### config.mk
export PLATFORM = sky130hd
export DESIGN_NAME = eq_cmp_seq_flat
export DESIGN_NICKNAME = d
export VERILOG_FILES = /design/src/rtl/eq_cmp_seq_pkg.sv /design/src/rtl/eq_cmp_seq_if.sv /design/src/rtl/eq_cmp_seq_chunk_cmp.sv /design/src/rtl/eq_cmp_seq.sv /design/src/flat_wrapper.sv
export SDC_FILE = /design/constraint.sdc
export NUM_CORES = 1
export LEC_CHECK = 0
export CAP_MARGIN = 5
export CORE_UTILIZATION = 43
export CTS_CLUSTER_DIAMETER = 60
export DETAILED_ROUTE_END_ITERATION = 8
export GPL_TIMING_DRIVEN = 0
export PLACE_DENSITY = 0.79
export SKIP_LAST_GASP = 1
export SYNTH_ARGS = -nofsm -noshare
export SYNTH_HDL_FRONTEND = slang
export SYNTH_SLANG_ARGS = --single-unit
### constraint.sdc
create_clock -name clk -period 3.5 [get_ports clk]
set_clock_uncertainty 0.2 [all_clocks]
set_input_delay 0.7 -clock clk [delete_from_list [all_inputs] [get_ports clk]]
set_output_delay 0.7 -clock clk [all_outputs]
set_load 0.01 [all_outputs]
### src/rtl/eq_cmp_seq_pkg.sv
// Shared definitions for the eq_cmp_seq sequential comparator.
//   state_t    : FSM state encoding (IDLE, CMP, DONE)
//   nchunk_of  : number of CHUNK-bit slices in a WIDTH-bit operand
//   cnt_width  : width of the nchk counter, able to hold 0..NCHUNK
package eq_cmp_pkg;

    typedef enum logic [1:0] {
        IDLE,
        CMP,
        DONE
    } state_t;

    function automatic int unsigned nchunk_of(input int unsigned width, input int unsigned chunk);
        return width / chunk;
    endfunction

    function automatic int unsigned cnt_width(input int unsigned width, input int unsigned chunk);
        return $clog2(nchunk_of(width, chunk)) + 1;
    endfunction

endpackage

### src/rtl/eq_cmp_seq_if.sv
// Handshake/bus bundle for eq_cmp_seq.
//   in_valid/in_ready/a/b           : operand request channel
//   out_valid/out_ready/eq/gt/lt/nchk : result channel
// Modports: master = operand producer and result consumer, slave = comparator.
interface eq_cmp_seq_if
    import eq_cmp_pkg::*;
#(
    parameter int unsigned WIDTH = 32,
    parameter int unsigned CHUNK = 8
);
    localparam int unsigned NW = cnt_width(WIDTH, CHUNK);

    logic             in_valid;
    logic             in_ready;
    logic [WIDTH-1:0] a;
    logic [WIDTH-1:0] b;
    logic             out_valid;
    logic             out_ready;
    logic             eq;
    logic             gt;
    logic             lt;
    logic [NW-1:0]    nchk;

    modport master (
        output in_valid, a, b, out_ready,
        input  in_ready, out_valid, eq, gt, lt, nchk
    );

    modport slave (
        input  in_valid, a, b, out_ready,
        output in_ready, out_valid, eq, gt, lt, nchk
    );

endinterface

### src/rtl/eq_cmp_seq_chunk_cmp.sv
// Combinational CHUNK-bit magnitude compare of one operand slice.
//   x, y       : slices of the first and second operand
//   msb_signed : treat the slice's top bit as a two's-complement sign bit
//   ceq/cgt/clt: x == y, x > y, x < y (exactly one is high)
module chunk_cmp #(
    parameter int unsigned CHUNK = 8
) (
    input  logic [CHUNK-1:0] x,
    input  logic [CHUNK-1:0] y,
    input  logic             msb_signed,
    output logic             ceq,
    output logic             cgt,
    output logic             clt
);

    logic [CHUNK-1:0] xs;
    logic [CHUNK-1:0] ys;

    // Flipping the sign bit on both sides maps two's-complement order
    // onto unsigned order, so one unsigned comparator serves both cases.
    always_comb begin
        xs = x;
        ys = y;
        if (msb_signed) begin
            xs[CHUNK-1] = ~x[CHUNK-1];
            ys[CHUNK-1] = ~y[CHUNK-1];
        end
        ceq = (xs == ys);
        cgt = (xs >  ys);
        clt = (xs <  ys);
    end

endmodule

### src/rtl/eq_cmp_seq.sv
// eq_cmp_seq: sequential comparator walking two WIDTH-bit operands CHUNK bits
// per cycle from the most significant slice, stopping at the first slice
// that differs. Produces one-hot eq/gt/lt plus the number of slices examined.
//   clk   : clock, rising edge
//   reset : synchronous, active-high
//   bus   : eq_cmp_seq_if.slave (in_valid/in_ready/a/b, out_valid/out_ready/
//           eq/gt/lt/nchk)
// Build option: define EQCMP_SIGNED_EN to compare operands as two's
// complement (sign bit of the top slice inverted); otherwise unsigned.
module eq_cmp_seq
    import eq_cmp_pkg::*;
#(
    parameter int unsigned WIDTH = 32,
    parameter int unsigned CHUNK = 8
) (
    input logic         clk,
    input logic         reset,
    eq_cmp_seq_if.slave bus
);

    localparam int unsigned NCHUNK = nchunk_of(WIDTH, CHUNK);
    localparam int unsigned NW     = cnt_width(WIDTH, CHUNK);
    localparam int unsigned IW     = (NCHUNK > 1) ? $clog2(NCHUNK) : 1;

    state_t           state;
    logic [WIDTH-1:0] a_r;
    logic [WIDTH-1:0] b_r;
    logic [IW-1:0]    idx;
    logic [NW-1:0]    nchk_r;
    logic             out_valid_r;
    logic             eq_r;
    logic             gt_r;
    logic             lt_r;

    logic [CHUNK-1:0] a_sl;
    logic [CHUNK-1:0] b_sl;
    logic             msb_signed;
    logic             ceq;
    logic             cgt;
    logic             clt;

    // Slice mux written with constant part-selects so idx never indexes
    // past the operand.
    always_comb begin
        a_sl = '0;
        b_sl = '0;
        for (int unsigned i = 0; i < NCHUNK; i++) begin
            if (idx == IW'(i)) begin
                a_sl = a_r[i*CHUNK +: CHUNK];
                b_sl = b_r[i*CHUNK +: CHUNK];
            end
        end
    end

`ifdef EQCMP_SIGNED_EN
    assign msb_signed = (idx == IW'(NCHUNK - 1));
`else
    assign msb_signed = 1'b0;
`endif

    chunk_cmp #(
        .CHUNK(CHUNK)
    ) u_chunk_cmp (
        .x         (a_sl),
        .y         (b_sl),
        .msb_signed(msb_signed),
        .ceq       (ceq),
        .cgt       (cgt),
        .clt       (clt)
    );

    always_ff @(posedge clk) begin
        if (reset) begin
            state       <= IDLE;
            a_r         <= '0;
            b_r         <= '0;
            idx         <= '0;
            nchk_r      <= '0;
            out_valid_r <= 1'b0;
            eq_r        <= 1'b0;
            gt_r        <= 1'b0;
            lt_r        <= 1'b0;
        end else begin
            case (state)
                IDLE: begin
                    if (bus.in_valid) begin
                        a_r    <= bus.a;
                        b_r    <= bus.b;
                        idx    <= IW'(NCHUNK - 1);
                        nchk_r <= '0;
                        eq_r   <= 1'b0;
                        gt_r   <= 1'b0;
                        lt_r   <= 1'b0;
                        state  <= CMP;
                    end
                end
                CMP: begin
                    nchk_r <= nchk_r + 1'b1;
                    if (!ceq) begin
                        gt_r        <= cgt;
                        lt_r        <= clt;
                        out_valid_r <= 1'b1;
                        state       <= DONE;
                    end else if (idx == '0) begin
                        eq_r        <= 1'b1;
                        out_valid_r <= 1'b1;
                        state       <= DONE;
                    end else begin
                        idx <= idx - 1'b1;
                    end
                end
                DONE: begin
                    if (bus.out_ready) begin
                        out_valid_r <= 1'b0;
                        eq_r        <= 1'b0;
                        gt_r        <= 1'b0;
                        lt_r        <= 1'b0;
                        nchk_r      <= '0;
                        state       <= IDLE;
                    end
                end
                default: state <= IDLE;
            endcase
        end
    end

    // in_ready is gated by reset directly so it reads 0 while reset is held
    // and 1 as soon as reset drops, without waiting for another edge.
    assign bus.in_ready  = (state == IDLE) && !reset;
    assign bus.out_valid = out_valid_r;
    assign bus.eq        = eq_r;
    assign bus.gt        = gt_r;
    assign bus.lt        = lt_r;
    assign bus.nchk      = nchk_r;

endmodule

### src/flat_wrapper.sv
// flat-port wrapper written by rule: the top's interface ports become plain ports
module eq_cmp_seq_flat import eq_cmp_pkg::*;
#(
    parameter int unsigned WIDTH = 32,
    parameter int unsigned CHUNK = 8
)
  (clk, reset, bus_in_valid, bus_a, bus_b, bus_out_ready, bus_in_ready, bus_out_valid, bus_eq, bus_gt, bus_lt, bus_nchk);
  eq_cmp_seq_if #(.WIDTH(WIDTH), .CHUNK(CHUNK)) bus_i ();
  input logic clk;
  input logic reset;
  input wire logic [$bits(bus_i.in_valid)-1:0] bus_in_valid;
  input wire logic [$bits(bus_i.a)-1:0] bus_a;
  input wire logic [$bits(bus_i.b)-1:0] bus_b;
  input wire logic [$bits(bus_i.out_ready)-1:0] bus_out_ready;
  output wire logic [$bits(bus_i.in_ready)-1:0] bus_in_ready;
  output wire logic [$bits(bus_i.out_valid)-1:0] bus_out_valid;
  output wire logic [$bits(bus_i.eq)-1:0] bus_eq;
  output wire logic [$bits(bus_i.gt)-1:0] bus_gt;
  output wire logic [$bits(bus_i.lt)-1:0] bus_lt;
  output wire logic [$bits(bus_i.nchk)-1:0] bus_nchk;
  assign bus_i.in_valid = bus_in_valid;
  assign bus_i.a = bus_a;
  assign bus_i.b = bus_b;
  assign bus_i.out_ready = bus_out_ready;
  assign bus_in_ready = bus_i.in_ready;
  assign bus_out_valid = bus_i.out_valid;
  assign bus_eq = bus_i.eq;
  assign bus_gt = bus_i.gt;
  assign bus_lt = bus_i.lt;
  assign bus_nchk = bus_i.nchk;
  eq_cmp_seq #(.WIDTH(WIDTH), .CHUNK(CHUNK)) u_core (.clk(clk), .reset(reset), .bus(bus_i));
endmodule
======== Word-level counts from Yosys, hierarchy flattened ========
Index checks and enable logic that the tools add are counted.
W data, S select, Z words.
word-level totals
  register bits after elaboration ......... 75
  input port bits ......................... 68
  output and inout port bits .............. 8
  word-level logic and storage cells ...... 71
operators by class
  $add $sub $neg .......................... 2
  magnitude comparators ................... 2
  equality and inequality tests ........... 13
  multiplexer cells ....................... 31
  reduce and logical (&&, ||, !) cells .... 14
operator list
  cell                   count
  $mux W8                8
  $mux W2                7
  $pmux W1 S3            3
  $pmux W3 S3            1
  $reduce_and A3 Y1      3
  $eq A8 B8 Y1           1
  $gt A8 B8 Y1           1
  $lt A8 B8 Y1           1
  $ne A2 B2 Y1 const B   4
  $reduce_and A4 Y1      2
  $mux W1                7
  $eq A2 B2 Y1 const B   3
  $mux W3                2
  $pmux W2 S3            1
  $reduce_and A5 Y1      1
  $eq A2 B1 Y1 const B   2
  $logic_not A2 Y1       2
  $ne A2 B1 Y1 const B   2
  $pmux W2 S2            1
  $reduce_bool A2 Y1     2
  $add A3 B1 Y3 const B  1
  $ne A3 B3 Y1 const B   1
  $reduce_bool A3 Y1     1
  $pmux W1 S2            1
  other kinds (4)        4

======== Depth between registers and ports, before layout ========
Gate-level depths: netlist of run 1.
  depth after elaboration ................. 8
  mapped depth ............................ 15
  mapped depth without buffers ............ 13

======== Modules after synthesis ========
A second synthesis of run 1 with hierarchy kept.
unflattened totals
  cell total of the unflattened synthesis .. 490
  area, all modules ....................... 3489.6 µm²
by module, submodules not included
  module      times used  cells each  area an instance (µm²)  sequential area each (µm²)
  eq_cmp_seq  1           456         3238.1                  1501.4
  chunk_cmp   1           34          251.5                   0.0

======== Worst setup path before layout of run 1 ========
Ideal clock, no wire load.
  path kind ............................... flip-flop to flip-flop
  from .................................... register u_core.idx[0]
  to ...................................... register u_core.lt_r (netlist: u_core.bus.lt)
  library setup time ...................... 0.059 ns
  data arrival time ....................... 2.831 ns
  required time ........................... 3.241 ns
  path slack .............................. 0.410 ns
  stages on the path, launching flop included .. 15
  buffers on the path ..................... 2
  clock period less this slack ............ 3.090 ns
  cell sequence ........................... dfxtp_1 > inv_1 > ha_1 > buf_2 > buf_1 > nand3b_1 > a21oi_1 > a21oi_1 > o21ai_0 > ha_1 > nand4_2 > nor3_2 > or3_1 > or4b_1 > nand2_1
between the ends
  cells in the longest elaborated chain, start to end .. 8
  elaborated cells on any way between the ends .. 18
  those cells by class .................... order compare: 1; eq/ne: 5; mux: 10; reduce/logical: 2
RTL lines
  element                                           line                                                    text
  start: declaration                                eq_cmp_seq.sv:28                                        logic [IW-1:0] idx;
  start signal: assignment                          eq_cmp_seq.sv:89                                        idx <= IW'(NCHUNK - 1);
  start signal: assignment                          eq_cmp_seq.sv:109                                       idx <= idx - 1'b1;
  $logic_not A2 Y1                                  eq_cmp_seq.sv:48                                        if (idx == IW'(i)) begin
  $mux W8 (4 in a row)                              eq_cmp_seq.sv:48
  $lt A8 B8 Y1 or $eq A8 B8 Y1 (tied branches)      eq_cmp_seq_chunk_cmp.sv:30, eq_cmp_seq_chunk_cmp.sv:28
  $mux W1 or $ne A2 B2 Y1 (tied branches)           n/a
  $pmux W1 S3 or $reduce_and A4 Y1 (tied branches)  n/a
  end signal: assignment                            eq_cmp_seq.sv:101                                       lt_r <= clt;
  end: declaration                                  eq_cmp_seq.sv:33                                        logic lt_r;
Several ways; a longest one is shown, not always the timed one. The select of a mux whose other input is x is not followed.
A chain may end at the register's enable or synchronous reset.

======== Final worst setup path of run 1 ========
Ends and elaborated chain as after synthesis.

==> results of run 1 <==
## worst register-to-register path, delay by kind of cell, from the launching register on
family	cells	cell delay (ns)
AND/OR/NAND/NOR	7	1.38
buffers and inverters	3	0.53
adder cells (fa/ha/maj)	2	0.47
AO/OA/AOI/OAI	3	0.37
flip-flops	1	0.35
## cells in the mapped netlist
cell	count	share of area
nand2b_2	1	0.0025
clkbuf_1	23	0.024
or4b_1	1	0.0028
and2_1	1	0.0018
nor3b_1	2	0.0043
o31ai_1	2	0.0043
a31oi_1	1	0.0018
or3_1	1	0.0018
nand2_1	164	0.17
o211a_1	1	0.0028
inv_1	6	0.0064
mux2i_1	1	0.0028
o32ai_1	2	0.0050
ha_1	17	0.060
nor3_1	1	0.0014
o21ai_0	12	0.017
and3_1	2	0.0035
nand3_1	3	0.0043
a32oi_1	1	0.0025
nand4b_1	1	0.0025
a21oi_1	115	0.16
o211ai_1	1	0.0021
dfxtp_1	75	0.43
nand4_2	1	0.0035
nor4_4	1	0.0060
nor2_1	12	0.013
nor3_2	1	0.0028
buf_1	8	0.0085
or2_2	1	0.0018
buf_2	2	0.0028
nand2b_1	1	0.0018
nand3b_1	17	0.036
nor2b_1	4	0.0071
## cell type report
cell class | count | area [µm²]
flip-flops and latches | 75 | 1500
plain buffers | 33 | 136
clock inverters | 5 | 85.1
well taps | 102 | 128
clock buffers | 11 | 141
fillers | 728 | 3190
repair buffers | 75 | 751
multi-input cells | 368 | 1890
inverters | 6 | 22.5
## kinds of logic after synthesis
logic type	share of synthesized area
compound gates	0.198
fa+ha+maj	0.0602
buf+inv	0.0422
flops	0.425
mux	0.00283
simple gates	0.271
## through the flow
stage	instance area [µm²]	hold slack, ns	setup WS, ns
CTS	4640	0.260	0.0203
finish	4660	0.260	0.138
global route	4660	0.273	0.00449
floorplan	3530	0.236	0.410
global placement	4410	0.242	-0.0123
detailed placement	4410	0.249	-0.0752
## flip-flops by register name, indices dropped and copies added (netlist names)
register and count:
u_core.bus.lt 1, u_core.bus.nchk 3, u_core.idx 2, u_core.bus.eq 1, u_core.state 2, u_core.bus.out_valid 1
u_core.a_r 32, u_core.b_r 32, u_core.bus.gt 1
## report_power, final
part / internal, mW / switching (mW) / total, mW
clock: 0.425 / 0.330 / 0.755
combinational: 0.618 / 0.987 / 1.61
sequential: 1.03 / 0.118 / 1.15
total: 2.07 / 1.44 / 3.51
## repair_timing
| action | CTS | global route |
|---|---|---|
| gates resized for setup | 1 | 16 |
| setup endpoints to repair | 3 | 7 |
| hold endpoints to repair | 0 | 0 |
## path summary, 6_finish.rpt
path	startpoint	end	depth (start not counted)
setup / recovery	u_core.idx[0]	u_core.bus.lt	15
hold / removal	u_core.a_r[17]	u_core.a_r[17]	2
setup reg to reg	u_core.idx[0]	u_core.bus.lt	15
hold reg to reg	u_core.a_r[17]	u_core.a_r[17]	2
## routing by layer
| layer | track usage | part of all wire |
|---|---|---|
| met5 | 0 | 0 |
| met1 | 0.293 | 0.45 |
| met3 | 0.0608 | 0.069 |
| met4 | 0.0808 | 0.023 |
| met2 | 0.380 | 0.46 |
==> impl_metrics.csv, run 1 <==
group,metric,value,unit
die,core.rowCount,32,
critical_path,cpMostUsedCell,"a21oi_1",
detailed_routing,via_per_inst,5.21,
critical_path,crit_fanout,10,
sta,report.final.slew_viol_count,0,
sta,max_freq,0.297,GHz
placement,placedCellCount,659,
pwr,power.density,753,nW/µm²
clocking,cts.sinks,75,
placement,dp_hpwl,6950,µm
synth,yosys_register_bits,75,
critical_path,path_buf_inv,3,
synth,ys_types,33,
detailed_routing,wl,9550,µm
detailed_routing,firstDrtPassIters,5,
cells_and_area,fin_cells,675,
clocking,cts-root-buf,"clkbuf_8",
cells_and_area,fin_nets,653,
synth,netlist_area,3530,µm²
die,die_w,92.6,µm
critical_path,crit_path_start_kind,"flop",
clocking,post_cts_buffers,0,
clocking,cts_tree,"yes",
sta,tns,0,ns
critical_path,cp.required,3.60,ns
die,initial_core_util,0.450,
critical_path,worst_setup_path_end_kind,"flop",
synth,syn-num-nets,567,
global_routing,grt_max_degree,14,
detailed_routing,drc,0,
die,io_pins,76,
sta,relSlewSlack,0.634,
clocking,path_clk_slew,0.08,ns
synth,yosysWarnings,0,
sta,period_minus_slack,3.36,ns
global_routing,grt-ovfl-total,0,
clocking,clockBufferDepth,2,
sta,tightest_slew,0.549,ns
synth,syn-instance-count,482,
die,die_area,8580,µm²
critical_path,critPathSlowestCell,"or4b_1",
cells_and_area,final_core_util,0.594,
synth,syn_area_per_cell,7.33,µm²
sta,rsz0062_at_grt,"false",
pwr,power_leakage,1.73,nW
clocking,clock_latency,0.36,ns
run_status,status,"finished clean",
pwr,irDropWorstVdd,0.347,mV
sta,setup_viol,0,
cells_and_area,area_delta_synth_final,32.0,%
placement,io_buffers,75,
critical_path,arrival,3.46,ns
cells_and_area,layout-drive-gt1-share,0.0541,
global_routing,antenna_found_initial,0,
clocking,hold_buffers,0,
synth,seq_area_frac_synth,0.425,
critical_path,worstSetupPathType,"flop to flop",
die,die_h,92.6,µm
detailed_routing,wl_per_cell,14.2,µm
cells_and_area,mostFrequentLayoutCell,"nand2_1",
critical_path,reg2reg_setup_slack,0.14,ns
critical_path,cpPeakStageDelay,0.52,ns
min_path,hold_path_class,"flop to flop",
clocking,numCtsBuffers,9,
flow_run,maxCapViolCount,0,
sta,fin_crit_sh,0.961,
cells_and_area,diodes,0,
critical_path,critical-path-top-delay-family,"simple AND/OR/NAND/NOR gates",
detailed_routing,drtIter0Drc,264,
global_routing,grt_first_pass_wirelength,15400,µm
cells_and_area,layout_common_cells,"nand2_1 (164), a21oi_1 (114), clkdlybuf4s50_1 (75)",
die,coreArea,7850,µm²
detailed_routing,ant_nets,0,
critical_path,crit_chain,"inv_1 > ha_1 > buf_2 > buf_4 > nand3b_1 > a21oi_1 > a21oi_1 > nor2_1 > a21oi_1 > ha_1 > nand4_4 > nor3_2 > or3_1 > or4b_1 > nand2_1",
placement,routabilityCongestion,0.882,
clocking,htree_levels,3,
detailed_routing,vias,3516,
pwr,total_power,3.51,mW
global_routing,grt_use_total,0.232,
sta,hold_viol_final,0,
global_routing,grt_pass1_vias,3267,
Power figures use the tool's default switching activity.
==> run 2: changes to the inputs <==
Settings changed: MAX_ROUTING_LAYER from default to met4.
==> run 2 against run 1 <==
  * Register-to-register slack better by 0.06 ns
  * Combinational power about the same
  * Clock power down 12%
  * Sequential share of layout area up 0.29 points
  * Global-route usage up 0.86 points
  * Sequential power about the same
  * Setup slack better by 0.057 ns
  * Hold slack worse by 0.00090 ns
  * Die area unchanged
  * Design area down 0.89%
  * Clock-buffer cell count unchanged
  * Cell count down 0.15%
  * Critical path type unchanged
  * Largest cell class unchanged
  * Largest power group unchanged
  * Highest routed layer unchanged
==> impl_metrics.csv, run 2 (synthesis results as in run 1) <==
group,metric,value,unit
sta,hold-worst-slack,0.259,ns
critical_path,cpPeakStageDelay,0.51,ns
clocking,cts-root-buf,"clkbuf_8",
placement,placed_area,4410,µm²
sta,hold_viol_final,0,
die,die_h,92.6,µm
cells_and_area,mostFrequentLayoutCell,"nand2_1",
flow_run,maxCapViolCount,0,
pwr,power_leakage,1.71,nW
clocking,cts.sinks,75,
critical_path,crit_fanout,10,
sta,tightest_slew,0.556,ns
cells_and_area,diodes,0,
sta,report.final.slew_viol_count,0,
sta,period_minus_slack,3.31,ns
cells_and_area,fin_cells,674,
detailed_routing,drc,0,
sta,setup_viol,0,
pwr,total_power,3.39,mW
cells_and_area,final_core_util,0.589,
die,initial_core_util,0.450,
clocking,clockBufferDepth,2,
die,core.rowCount,32,
sta,rsz0062_at_grt,"false",
critical_path,cp.required,3.60,ns
placement,routabilityCongestion,0.901,
placement,place_ws,-0.0745,ns
detailed_routing,via_per_inst,5.32,
global_routing,grt_first_pass_wirelength,15700,µm
global_routing,antenna_found_initial,0,
critical_path,cpMostUsedCell,"a21oi_1",
sta,tns,0,ns
clocking,clock_latency,0.35,ns
global_routing,grt_use_total,0.240,
placement,io_buffers,75,
placement,placedCellCount,659,
die,die_area,8580,µm²
detailed_routing,wl_per_cell,14.4,µm
cells_and_area,fin_area,4620,µm²
global_routing,grt_pass1_vias,3387,
global_routing,grt-ovfl-total,0,
detailed_routing,wl,9740,µm
placement,dp_hpwl,7210,µm
detailed_routing,firstDrtPassIters,5,
cells_and_area,layout_common_cells,"nand2_1 (164), a21oi_1 (114), clkdlybuf4s50_1 (75)",
min_path,hold_path_class,"flop to flop",
cells_and_area,area_delta_synth_final,30.8,%
cells_and_area,fin_nets,653,
critical_path,path_buf_inv,2,
critical_path,arrival,3.40,ns
global_routing,grt_max_degree,13,
detailed_routing,drtIter0Drc,219,
clocking,post_cts_buffers,0,
critical_path,worstSetupPathType,"flop to flop",
pwr,power.density,733,nW/µm²
sta,relSlewSlack,0.630,
die,die_w,92.6,µm
die,io_pins,76,
clocking,cts_tree,"yes",
clocking,htree_levels,3,
sta,setup_ws,0.195,ns
clocking,path_clk_slew,0.08,ns
critical_path,crit_chain,"inv_1 > ha_1 > clkbuf_2 > nand3b_1 > a21oi_1 > a21oi_1 > nor2_1 > a21oi_1 > ha_1 > nand2_1 > nor3_2 > or3_1 > or4b_1 > nand2_1",
clocking,numCtsBuffers,9,
detailed_routing,vias,3584,
run_status,status,"finished clean",
critical_path,crit_path_start_kind,"flop",
critical_path,critPathSlowestCell,"or4b_1",
critical_path,critical-path-top-delay-family,"simple AND/OR/NAND/NOR gates",
cells_and_area,layout-drive-gt1-share,0.0507,
die,coreArea,7850,µm²
clocking,hold_buffers,0,
sta,max_freq,0.303,GHz
sta,fin_crit_sh,0.944,
pwr,irDropWorstVdd,0.355,mV
detailed_routing,ant_nets,0,
critical_path,worst_setup_path_end_kind,"flop",
-- run 2: path summary, 6_finish.rpt --
check	from	to	slack, ns	depth (start not counted)
setup / recovery	u_core.idx[1]	u_core.bus.lt	0.19	14
hold reg to reg	u_core.a_r[8]	u_core.a_r[8]	0.26	2
hold / removal	u_core.a_r[8]	u_core.a_r[8]	0.26	2
setup reg to reg	u_core.idx[1]	u_core.bus.lt	0.19	14
-- run 2: where the power goes --
| group | switching (mW) | internal (mW) | total [mW] |
|---|---|---|---|
| combinational | 0.973 | 0.605 | 1.58 |
| sequential | 0.117 | 1.03 | 1.15 |
| clock | 0.318 | 0.345 | 0.663 |
-- run 2: repair_timing --
action                                  4_1_cts  5_1_grt
pin swaps                                     0        0
endpoints found under the setup margin        3        6
resized for setup                             1       13
-- run 2: routing by layer --
layer / up-vias / share of wire / track usage
li1: 1785 / - / -
met1: 1658 / 0.45 / 0.297
met2: 116 / 0.47 / 0.394
met3: 25 / 0.053 / 0.0353
met4: 0 / 0.026 / 0.0974
met5: - / 0 / -
-- run 2: layout make-up --
type | count | area, µm²
clock buffer | 11 | 141
sequential | 75 | 1500
fill | 756 | 3230
buffer | 33 | 138
clock inverter | 4 | 51.3
multi-input combinational | 368 | 1880
inverter | 6 | 22.5
tap | 102 | 128
timing repair buffer | 75 | 751
-- run 2: worst register-to-register path, cell delays in order, from the launching register on --
cell and delay (ns):
dfxtp_2 0.37, inv_1 0.07, ha_1 0.23, clkbuf_2 0.20
nand3b_1 0.19, a21oi_1 0.19, a21oi_1 0.10, nor2_1 0.14
a21oi_1 0.05, ha_1 0.32, nand2_1 0.15, nor3_2 0.09
or3_1 0.36, or4b_1 0.51, nand2_1 0.07
